===== config.mk =====
export PLATFORM = sky130hd
export DESIGN_NAME = config_loader
export DESIGN_NICKNAME = d
export VERILOG_FILES = /design/src/rtl/config_loader.sv
export SDC_FILE = /design/constraint.sdc
export NUM_CORES = 1
export LEC_CHECK = 0
export CAP_MARGIN = 30
export CORE_MARGIN = 3
export CORE_UTILIZATION = 58
export CTS_CLUSTER_DIAMETER = 200
export DETAILED_ROUTE_END_ITERATION = 8
export HOLD_SLACK_MARGIN = 0.12
export MAX_ROUTING_LAYER = met4
export PLACE_DENSITY = 0.85
export REMOVE_ABC_BUFFERS = 1
export SYNTH_ARGS = -nofsm -noshare
export SYNTH_HDL_FRONTEND = slang
export SYNTH_SLANG_ARGS = --single-unit
export TNS_END_PERCENT = 5

===== constraint.sdc =====
create_clock -name clk -period 4.7 [get_ports clk]
set_input_delay 0.94 -clock clk [delete_from_list [all_inputs] [get_ports clk]]
set_output_delay 0.94 -clock clk [all_outputs]
set_load 0.01 [all_outputs]

===== src/rtl/config_loader.sv =====
// config_loader: drives the LE configuration chain. Bitstream words arrive on a
// valid/ready port and are shifted MSB-first into the chain head. Readback
// recirculates the chain tail into the head, so the chain contents survive a
// full readback pass. Readback words leave on a second valid/ready port.
//
// state    | meaning
// ---------+----------------------------------------------------------
// IDLE     | no pass in progress, waiting for load_start / rb_start
// LD_WAIT  | load pass, wr_ready high, waiting for the next word
// LD_SHIFT | load pass, shifting the latched word into the chain
// RB_SHIFT | readback pass, recirculating tail->head, collecting bits
// RB_HOLD  | readback pass, word presented on rd_data until rd_ready
module config_loader #(
  parameter int WORD_W    = 8,
  parameter int CHAIN_LEN = 68
) (
  input  logic              clk,
  input  logic              nrst,
  input  logic              en,
  input  logic              load_start,
  input  logic              rb_start,
  input  logic              abort,
  input  logic [WORD_W-1:0] wr_data,
  input  logic              wr_valid,
  output logic              wr_ready,
  output logic [WORD_W-1:0] rd_data,
  output logic              rd_valid,
  input  logic              rd_ready,
  output logic              config_data_in,
  output logic              config_en,
  input  logic              config_data_out,
  output logic              busy,
  output logic              done
);

  localparam int CNT_W = $clog2(CHAIN_LEN + 1);
  localparam int IDX_W = (WORD_W > 1) ? $clog2(WORD_W) : 1;

  typedef enum logic [2:0] {
    IDLE,
    LD_WAIT,
    LD_SHIFT,
    RB_SHIFT,
    RB_HOLD
  } state_t;

  state_t            state;
  logic [CNT_W-1:0]  bit_cnt;
  logic [IDX_W-1:0]  bit_idx;
  logic [WORD_W-1:0] shreg;
  logic              shift_q;
  logic              ld_bit;

  logic              last_chain_bit;
  logic              last_word_bit;
  logic [WORD_W-1:0] rb_next;
  logic [IDX_W-1:0]  pad;

  // Position decode and the next readback word (tail bit enters the LSB).
  // pad left-aligns a partial final word, zero-filling its LSBs.
  always_comb begin
    last_chain_bit = (bit_cnt == CNT_W'(CHAIN_LEN - 1));
    last_word_bit  = (bit_idx == IDX_W'(WORD_W - 1));
    rb_next        = {shreg[WORD_W-2:0], config_data_out};
    pad            = IDX_W'(WORD_W - 1) - bit_idx;
  end

  // Chain-facing outputs; readback feeds the tail straight back to the head so
  // the bit re-enters on the same shift edge it leaves.
  always_comb begin
    config_en      = shift_q & en;
    config_data_in = 1'b0;
    if (config_en)
      config_data_in = (state == RB_SHIFT) ? config_data_out : ld_bit;
    busy = (state != IDLE);
  end

  // Sequencer: state, counters, shift register and registered handshake outputs.
  always_ff @(posedge clk or negedge nrst) begin
    if (!nrst) begin
      state    <= IDLE;
      bit_cnt  <= '0;
      bit_idx  <= '0;
      shreg    <= '0;
      shift_q  <= 1'b0;
      ld_bit   <= 1'b0;
      wr_ready <= 1'b0;
      rd_valid <= 1'b0;
      rd_data  <= '0;
      done     <= 1'b0;
    end else if (en) begin
      done <= 1'b0;
      if (abort) begin
        state    <= IDLE;
        shift_q  <= 1'b0;
        ld_bit   <= 1'b0;
        wr_ready <= 1'b0;
        rd_valid <= 1'b0;
      end else begin
        case (state)
          IDLE: begin
            if (load_start) begin
              state    <= LD_WAIT;
              wr_ready <= 1'b1;
              bit_cnt  <= '0;
            end else if (rb_start) begin
              state   <= RB_SHIFT;
              shift_q <= 1'b1;
              bit_cnt <= '0;
              bit_idx <= '0;
            end
          end
          LD_WAIT: begin
            if (wr_valid && wr_ready) begin
              state    <= LD_SHIFT;
              wr_ready <= 1'b0;
              shift_q  <= 1'b1;
              ld_bit   <= wr_data[WORD_W-1];
              shreg    <= wr_data << 1;
              bit_idx  <= '0;
            end
          end
          LD_SHIFT: begin
            bit_cnt <= bit_cnt + 1'b1;
            bit_idx <= bit_idx + 1'b1;
            ld_bit  <= shreg[WORD_W-1];
            shreg   <= shreg << 1;
            if (last_chain_bit) begin
              // Chain full: leftover LSBs of a partial final word are dropped.
              state   <= IDLE;
              shift_q <= 1'b0;
              ld_bit  <= 1'b0;
              done    <= 1'b1;
            end else if (last_word_bit) begin
              state    <= LD_WAIT;
              shift_q  <= 1'b0;
              ld_bit   <= 1'b0;
              wr_ready <= 1'b1;
            end
          end
          RB_SHIFT: begin
            bit_cnt <= bit_cnt + 1'b1;
            bit_idx <= bit_idx + 1'b1;
            shreg   <= rb_next;
            if (last_chain_bit || last_word_bit) begin
              state    <= RB_HOLD;
              shift_q  <= 1'b0;
              rd_valid <= 1'b1;
              rd_data  <= rb_next << pad;
            end
          end
          RB_HOLD: begin
            if (rd_ready) begin
              rd_valid <= 1'b0;
              if (bit_cnt == CNT_W'(CHAIN_LEN)) begin
                state <= IDLE;
                done  <= 1'b1;
              end else begin
                state   <= RB_SHIFT;
                shift_q <= 1'b1;
                bit_idx <= '0;
              end
            end
          end
          default: begin
            state   <= IDLE;
            shift_q <= 1'b0;
          end
        endcase
      end
    end
  end

endmodule


==> reports/metrics.yaml <==
final_layout:
  fin_area_um2: 2440
  n_antenna_cell: 0
  drive_gt1_frac: 0.0875
  syn_to_final_growth_pct: 15.8
  fin_nets: 284
  fin_cells: 309
drt:
  drc_errors: 0
  ant_nets: 0
  first_pass_iters: 4
  vias: 1818
  drt_iter0_drc: 139
  wl_um: 4390
  wl_per_cell_um: 14.2
  avgViaCountPerCell: 5.88
die:
  rows: 21
  fp.dieH_um: 66.3
  die-width_um: 66.3
  ioPinCount: 31
  initial_core_util: 0.616
  coreArea_um2: 3420
  fp.dieArea_um2: 4390
clock_network:
  post_cts_resized: 0
  insertion_delay_ns: 0.34
  clkSinkCount: 34
  cts_inserted_buffers: 5
  root_buffer: "clkbuf_4"
  clk_pin_slew_ns: 0.10
  ctsLongestPathBuffers: 2
  hold_buffers: 0
  h-tree-depth: 2
  cts_setup_buffers: 0
  cts_tree: "done"
logic_synthesis:
  synth.top_cell.area_share: 0.404
  ys_seq_elements: 34
  synthArstFlopShare: 1.00
  ys_seq_area_frac: 0.404
  syn_area_um2: 2110
  netlist_instances: 239
  synth_top_area_cell: "dfrtp_1"
  synth.most_common_cell: "dfrtp_1"
  synth_area_leaders: "dfrtp_1 40%, nand2_1 5.9%, mux2i_1 5.2%"
  synth-edff-count: 0
  avgSynthCellArea_um2: 8.81
  ys_types: 51
  ys_warn_count: 0
  netlist_top_cells_count: "34 x dfrtp_1, 33 x nand2_1, 23 x nor2_1, 20 x o21ai_0, 14 x inv_1"
  synthFlopType: "dfrtp_1"
sta:
  fmaxAchievable_mhz: 284
  setup_viol: 0
  hold_viol_final: 0
  period_share: 0.750
  max_slew_margin: 0.369
  setup-tns-final_ns: 0
  finClkSkew_ns: 0.00840
  slew_viol_final: 0
  fin_crit_ns: 3.53
  rsz0062_at_grt: "false"
  tightest_slew_ns: 0.944
grt:
  grt_busiest_layer: "met2"
  antenna_found_initial: 0
  grt_usage: 0.228
  grt-ovfl-total: 0
  grt_pass1_vias: 1708
  grt_pass1_wl_um: 7360
  grt_max_degree: 35
  gr-usage-met1: 0.262
  met2_usage: 0.372
  use_met3: 0.0578
worst_setup_path:
  crit_arrival_ns: 2.59
  r2r_start: "bit_idx[1]"
  worst_setup_path_end_kind: "primary output"
  crit_required_ns: 3.76
  max_stage_delay_ns: 0.65
  crit_chain: "nor2b_1 -> nand3_1 -> a21boi_0 -> clkdlybuf4s50_1"
  cp_max_fo: 16
  setup.worst_path.start_class: "register"
  critPathKind: "register to primary output"
  startpoint: "state[1]"
  cpMaxStageDelayCell: "nor2b_1"
place:
  gp_congestion: 0.927
  post_dp_cell_area_um2: 2390
  dp_hpwl_um: 3140
  place_inst: 302
  port_buffers: 30
power_and_ir_drop:
  cellLeakagePower_nw: 1.05
  power_density_nw_per_um2: 442
  p_total_mw: 1.08
  peakVddDrop_mv: 0.255
min_path:
  hp-start: "bit_cnt[6]"
  hp-class: "register to register"
outcome:
  outcome: "complete, no violations"
job:
  cap_violations: 0
## logic make-up after synthesis
group | after synthesis | synth area share
AND/OR/NAND/NOR | 90 | 0.210
adder cells (fa/ha/maj) | 4 | 0.0238
AO/OA/AOI/OAI | 69 | 0.226
flip-flops | 34 | 0.404
multiplexers | 14 | 0.0737
buffers and inverters | 28 | 0.0630
## path summary, 6_finish.rpt
kind | endpoint | slack (ns) | cells after the start
setup / recovery | config_data_in | 1.17 | 4
hold reg to reg | bit_cnt[6] | 0.49 | 1
min in group asynchronous | rd_data[6] | 0.99 | 2
hold / removal | bit_cnt[6] | 0.49 | 1
setup reg to reg | rd_data[0] | 2.43 | 5
max in group asynchronous | done | 3.39 | 2
## cells in the final DEF (no fill, tap or decap), drive strengths merged, types with 2 or more instances in the layout
cell / count
a32oi: 2
ha: 4
and3: 3
nor3: 2
clkinv: 2
o21ai: 20
clkdlybuf4s50: 30
o31ai: 3
nand4: 3
clkbuf: 5
a31oi: 12
mux2i: 11
dfrtp: 34
nor2b: 4
a21o: 2
a21boi: 2
nor4b: 2
a21oi: 14
o21bai: 2
or2: 2
nor2: 23
nand3: 7
inv: 14
nand2b: 7
mux2: 2
nand2: 33
## metal layers
layer  wire (um)  share of wire
met4         110          0.025
met3         282          0.064
met5           0              0
met1        1850           0.42
met2        2150           0.49
## report_power, final
part	leakage [nW]	total, mW	internal (mW)	switching (mW)
clock	0.0308	0.155	0.0538	0.101
sequential	0.425	0.485	0.365	0.121
combinational	0.591	0.437	0.208	0.229
total	1.05	1.08	0.626	0.451
## sequential cells by signal, indices dropped and copies added (netlist names)
name	count
rd_data	8
shreg	8
bit_cnt	7
bit_idx	3
state	3
done	1
ld_bit	1
rd_valid	1
shift_q	1
wr_ready	1
## through the flow
step | utilization | hold WS, ns | setup WS [ns]
global route | 0.714 | 0.528 | 0.889
finish | 0.714 | 0.488 | 1.17
CTS | 0.714 | 0.494 | 1.13
detailed placement | 0.700 | 0.467 | 1.21
global placement | 0.700 | 0.471 | 1.30
floorplan | - | 0.448 | 2.28
## worst max-delay path: cells and delay by family, from the launching register on
kind	cells	cell delay, ns
flip-flops	1	0.62
AO/OA/AOI/OAI	1	0.22
AND/OR/NAND/NOR	2	0.84
buffers and inverters	1	0.57
## cell type report
type | count | area (um2)
clock inverter | 2 | 10.0
clock buffer | 5 | 37.5
tap | 46 | 57.6
multi-input combinational | 177 | 1120
fill | 274 | 977
timing repair buffer | 31 | 308
sequential | 34 | 851
inverter | 14 | 52.6
Power figures use the tool's default switching activity.
